<file path="config.mk">
export PLATFORM = sky130hd
export DESIGN_NAME = s3_operand_latch
export DESIGN_NICKNAME = d
export VERILOG_FILES = /design/src/rtl/s3_operand_latch.sv
export SDC_FILE = /design/constraint.sdc
export NUM_CORES = 1
export LEC_CHECK = 0
export BUFFER_PORTS_ARGS = -buffer_cell sky130_fd_sc_hd__buf_4
export CORE_MARGIN = 2
export CORE_UTILIZATION = 35
export DETAILED_ROUTE_END_ITERATION = 7
export SYNTH_ARGS = -nofsm -noshare
export SYNTH_HDL_FRONTEND = slang
export SYNTH_SLANG_ARGS = --single-unit
</file>
<file path="constraint.sdc">
create_clock -name clk -period 2.08 [get_ports clk]
set_input_delay 0.416 -clock clk [delete_from_list [all_inputs] [get_ports clk]]
set_output_delay 0.416 -clock clk [all_outputs]
set_load 0.005 [all_outputs]
</file>
<file path="src/rtl/s3_operand_latch.sv">
// s3_operand_latch: ID->EX pipeline register with operand forwarding, load-use stall and flush
// Ports:
//   clk, rst_n                     clock (rising edge), async active-low reset
//   flush                          kill held instr and any accept this cycle
//   id_valid/id_ready              decode handshake (id_ready combinational)
//   id_op, id_rs1, id_rs2, id_rd   decoded fields
//   id_rs1_data, id_rs2_data       regfile reads
//   id_imm, id_use_imm, id_pc      immediate, b-select, instruction PC
//   mem_fwd_*                      MEM stage forwarding (load flag marks data not yet valid)
//   wb_fwd_*                       WB stage forwarding
//   ex_valid/ex_ready              execute handshake
//   ex_a, ex_b, ex_rs2_val         resolved operands, rs2 kept for store data
//   ex_op, ex_rd, ex_pc            registered instruction fields
module s3_operand_latch #(
  parameter int XLEN  = 32,
  parameter int OPW   = 5,
  parameter int REGAW = 5
) (
  input  logic             clk,
  input  logic             rst_n,
  input  logic             flush,
  input  logic             id_valid,
  output logic             id_ready,
  input  logic [OPW-1:0]   id_op,
  input  logic [REGAW-1:0] id_rs1,
  input  logic [REGAW-1:0] id_rs2,
  input  logic [REGAW-1:0] id_rd,
  input  logic [XLEN-1:0]  id_rs1_data,
  input  logic [XLEN-1:0]  id_rs2_data,
  input  logic [XLEN-1:0]  id_imm,
  input  logic             id_use_imm,
  input  logic [XLEN-1:0]  id_pc,
  input  logic             mem_fwd_we,
  input  logic [REGAW-1:0] mem_fwd_rd,
  input  logic [XLEN-1:0]  mem_fwd_data,
  input  logic             mem_fwd_load,
  input  logic             wb_fwd_we,
  input  logic [REGAW-1:0] wb_fwd_rd,
  input  logic [XLEN-1:0]  wb_fwd_data,
  output logic             ex_valid,
  input  logic             ex_ready,
  output logic [XLEN-1:0]  ex_a,
  output logic [XLEN-1:0]  ex_b,
  output logic [XLEN-1:0]  ex_rs2_val,
  output logic [OPW-1:0]   ex_op,
  output logic [REGAW-1:0] ex_rd,
  output logic [XLEN-1:0]  ex_pc
);
  logic             hazard, accept;
  logic [XLEN-1:0]  rs1_val, rs2_val;
  logic             valid_d, valid_q;
  logic [XLEN-1:0]  a_d, a_q, b_d, b_q, rs2_d, rs2_q, pc_d, pc_q;
  logic [OPW-1:0]   op_d, op_q;
  logic [REGAW-1:0] rd_d, rd_q;
  always_comb begin
    // a load in MEM has no data yet; only the sources actually read can stall
    hazard = id_valid & mem_fwd_we & mem_fwd_load & (mem_fwd_rd != '0) &
             ((mem_fwd_rd == id_rs1) | (~id_use_imm & (mem_fwd_rd == id_rs2)));
    id_ready = (~valid_q | ex_ready) & ~hazard;
    accept = id_valid & id_ready & ~flush;
    rs1_val = (id_rs1 == '0) ? '0 :
              (mem_fwd_we & ~mem_fwd_load & (mem_fwd_rd == id_rs1)) ? mem_fwd_data :
              (wb_fwd_we & (wb_fwd_rd == id_rs1)) ? wb_fwd_data : id_rs1_data;
    rs2_val = (id_rs2 == '0) ? '0 :
              (mem_fwd_we & ~mem_fwd_load & (mem_fwd_rd == id_rs2)) ? mem_fwd_data :
              (wb_fwd_we & (wb_fwd_rd == id_rs2)) ? wb_fwd_data : id_rs2_data;
    valid_d = flush ? 1'b0 : accept ? 1'b1 : ex_ready ? 1'b0 : valid_q;
    a_d   = accept ? rs1_val : a_q;
    b_d   = accept ? (id_use_imm ? id_imm : rs2_val) : b_q;
    rs2_d = accept ? rs2_val : rs2_q;
    op_d  = accept ? id_op : op_q;
    rd_d  = accept ? id_rd : rd_q;
    pc_d  = accept ? id_pc : pc_q;
  end
  always_ff @(posedge clk or negedge rst_n) begin
    if (!rst_n) begin
      valid_q <= 1'b0;
      a_q     <= '0;
      b_q     <= '0;
      rs2_q   <= '0;
      op_q    <= '0;
      rd_q    <= '0;
      pc_q    <= '0;
    end else begin
      valid_q <= valid_d;
      a_q     <= a_d;
      b_q     <= b_d;
      rs2_q   <= rs2_d;
      op_q    <= op_d;
      rd_q    <= rd_d;
      pc_q    <= pc_d;
    end
  end
  assign ex_valid   = valid_q;
  assign ex_a       = a_q;
  assign ex_b       = b_q;
  assign ex_rs2_val = rs2_q;
  assign ex_op      = op_q;
  assign ex_rd      = rd_q;
  assign ex_pc      = pc_q;
endmodule

</file>
==> results.py <==
metrics = {
    "run_status": {
        "status": "finished, final reports clean",
    },
    "clocking": {
        "clk_latency_ns": 0.44,
        "cts-root-buf": "clkbuf_16",
        "clk_pin_slew_ns": 0.07,
        "cts_tree": "built",
        "cts_max_level": 4,
        "numCtsBuffers": 17,
        "clockBufferDepth": 2,
        "clock_sinks": 139,
    },
    "grt": {
        "grt_pass1_wl_um": 50700,
        "grt_pass1_vias": 8745,
        "grt.overflow.total": 0,
        "grt_antenna_before_repair": 1,
        "grt_max_degree": 56,
        "grt_usage_pct": 27.1,
    },
    "routing": {
        "detail-route-antenna-nets": 0,
        "wl_met1_um": 13500,
        "wl_met2_um": 16500,
        "wl_per_cell_um": 22.9,
        "drtPass1Iterations": 6,
        "met3_length_um": 3310,
        "drt_iter0_drc": 626,
        "totalWireLength_um": 34400,
        "routed.top_layer": "met5",
        "drcViolationCount": 0,
        "routed_via_density": 5.72,
        "num_vias": 8587,
    },
    "timing": {
        "clock-skew-final_ns": 0.0148,
        "period_needed_ns": 2.00,
        "rsz0062_at_grt": "no",
        "slew_viol_final": 0,
        "slew_headroom_pct": 47.8,
        "worst_hold_slack_ns": 0.194,
        "fmax_ghz": 0.500,
        "worstMarginPinSlew_ns": 0.781,
        "hold_viol_final": 0,
        "min_period_over_period_pct": 96.2,
        "tns_ns": 0,
        "setup_viol": 0,
    },
    "yosys": {
        "syn_inst": 767,
        "synth_edf_count": 0,
        "synth_nets": 998,
        "synth_area_per_cell_um2": 10.7,
        "yosys.area_share.simple_pct": 9.89,
        "synth_compound_area_share_pct": 23.5,
        "netlist_area_um2": 8240,
        "synth_xor_xnor_area_share_pct": 2.13,
        "ys_seq_area_share_pct": 42.2,
        "synthAdderAreaFrac_pct": 0,
        "synth_mux_area_share_pct": 15.9,
        "synth.distinct_cells": 39,
        "synth-seq-cells": 139,
        "ys.flop_type": "dfrtp_1",
        "async_flop_share_pct": 100,
        "ys.warnings.count": 0,
        "synth_top_family_by_area": "compound AO/OA/AOI/OAI gates",
    },
    "job": {
        "maxCapViolCount": 0,
    },
    "setup_path": {
        "worst_path_most_repeated_cell": "buf_4",
        "cp-end-kind": "output port",
        "worstPathCellList": "buf_4 > xor2_1 > nor3_1 > a2bb2o_4 > nand2_2 > and2_1 > buf_4",
        "timing.critical_path.required_ns": 1.66,
        "r2r_end": "ex_a[7]",
        "crit_path_max_incr_delay_ns": 0.35,
        "crit_type": "input port to output port",
        "startpoint_type": "input port",
        "crit_fanout": 3,
        "r2r_slack_ns": 0.31,
        "worst_ep_arrival_time_ns": 1.58,
        "cp_slowest_cell": "xor2_1",
        "ff2ff_path_depth": 6,
        "r2r_start": "ex_valid",
    },
    "power_and_ir_drop": {
        "p_total_mw": 9.90,
        "power.density_nw_per_um2": 774,
        "irDropWorstVdd_uv": 537,
        "p_leak_nw": 5.88,
    },
    "die": {
        "initial_core_util_pct": 35.4,
        "core_um2": 23300,
        "rows": 56,
        "dieHeight_um": 157,
        "io_pins": 371,
        "dieArea_um2": 24800,
        "die_x_um": 157,
    },
    "placed_design": {
        "gp_congestion": 0.865,
        "port_buffers": 370,
        "dpl_cell_area_um2": 12100,
        "place_hpwl_um": 26000,
    },
    "hold_path": {
        "worstHoldStart": "flush",
        "hold_class": "input port to register",
        "hold_depth": 2,
        "holdPathEnd": "ex_valid",
    },
    "finish": {
        "layout_common_cells": "buf_4 (443), dfrtp_1 (139), mux2_2 (76)",
        "nets": 1400,
        "drive_above_1_share_pct": 52.8,
        "utilization_pct": 55.0,
        "final_common_cell": "buf_4",
        "n_antenna_cell": 0,
        "area_growth_syn_to_layout_pct": 55.2,
        "final_area_um2": 12800,
    },
}
## cell usage after synthesis, drive strengths merged, types with 33 or more instances
| cell | number | area, um2 |
|---|---|---|
| a21oi | 35 | 179 |
| nand3b | 33 | 248 |
| nand4 | 33 | 206 |
| clkbuf | 60 | 225 |
| o21ai | 33 | 165 |
| dfrtp | 139 | 3480 |
| mux2 | 106 | 1310 |
## cells by family after synthesis
kind of cell,count (synthesis)
AND/OR/NAND/NOR,122
AO/OA/AOI/OAI,262
XOR/XNOR,20
buffers and inverters,118
multiplexers,106
flip-flops,139
## critical path, delay by kind of cell
family                 cells  cell delay, ns
XOR/XNOR                   1            0.35
AO/OA/AOI/OAI              1            0.24
AND/OR/NAND/NOR            3            0.34
buffers and inverters      2            0.22
## state kept, by name (all words and copies together) (netlist names)
signal      flops
ex_valid        1
ex_rd           5
ex_a           32
ex_rs2_val     32
ex_pc          32
ex_b           32
ex_op           5
## worst max path at each step
stage	start	end	slack, ns
after floorplan	id_rs2[4]	ex_rs2_val[19]	0.04
after global placement	id_rs2[4]	ex_b[5]	-0.35
after detailed placement	id_rs2[4]	ex_b[5]	-0.34
after CTS	mem_fwd_rd[4]	id_ready	0.02
after global routing	mem_fwd_rd[4]	id_ready	0.02
final	id_rs2[4]	id_ready	0.08
## through the flow
| step | setup slack [ns] | instances |
|---|---|---|
| 3_3_place_gp | -0.353 | 1467 |
| 2_1_floorplan | 0.0412 | 767 |
| 4_1_cts | 0.0208 | 1501 |
| 3_5_place_dp | -0.336 | 1467 |
| 5_1_grt | 0.0187 | 1501 |
| 6_report | 0.0796 | 1501 |
## report_power, final
group,switching [mW],internal (mW)
Combinational,1.13,1.67
Sequential,0.324,3.21
Clock,1.47,2.09
Total,2.92,6.97
## area by class of cell
class / instances / area [um2]
tap: 319 / 399
clock inverter: 15 / 244
fill: 2118 / 10500
timing repair buffer: 469 / 3830
clock buffer: 17 / 425
multi-input combinational: 510 / 4290
inverter: 32 / 120
sequential: 139 / 3480
## repair_timing
action | CTS | global route
endpoints found under the hold margin | 15 | 0
hold buffers | 1 | 0
pin swaps | 1 | 0
endpoints found under the setup margin | 1 | 2
setup buffers | 1 | 0
gates resized for setup | 1 | 2
## per-layer routing
layer,up-vias,global-route usage (%)
li1,3806,-
met1,4181,33.4
met2,511,45.4
met3,87,8.04
met4,2,8.96
met5,-,0
Power figures use the tool's default switching activity.
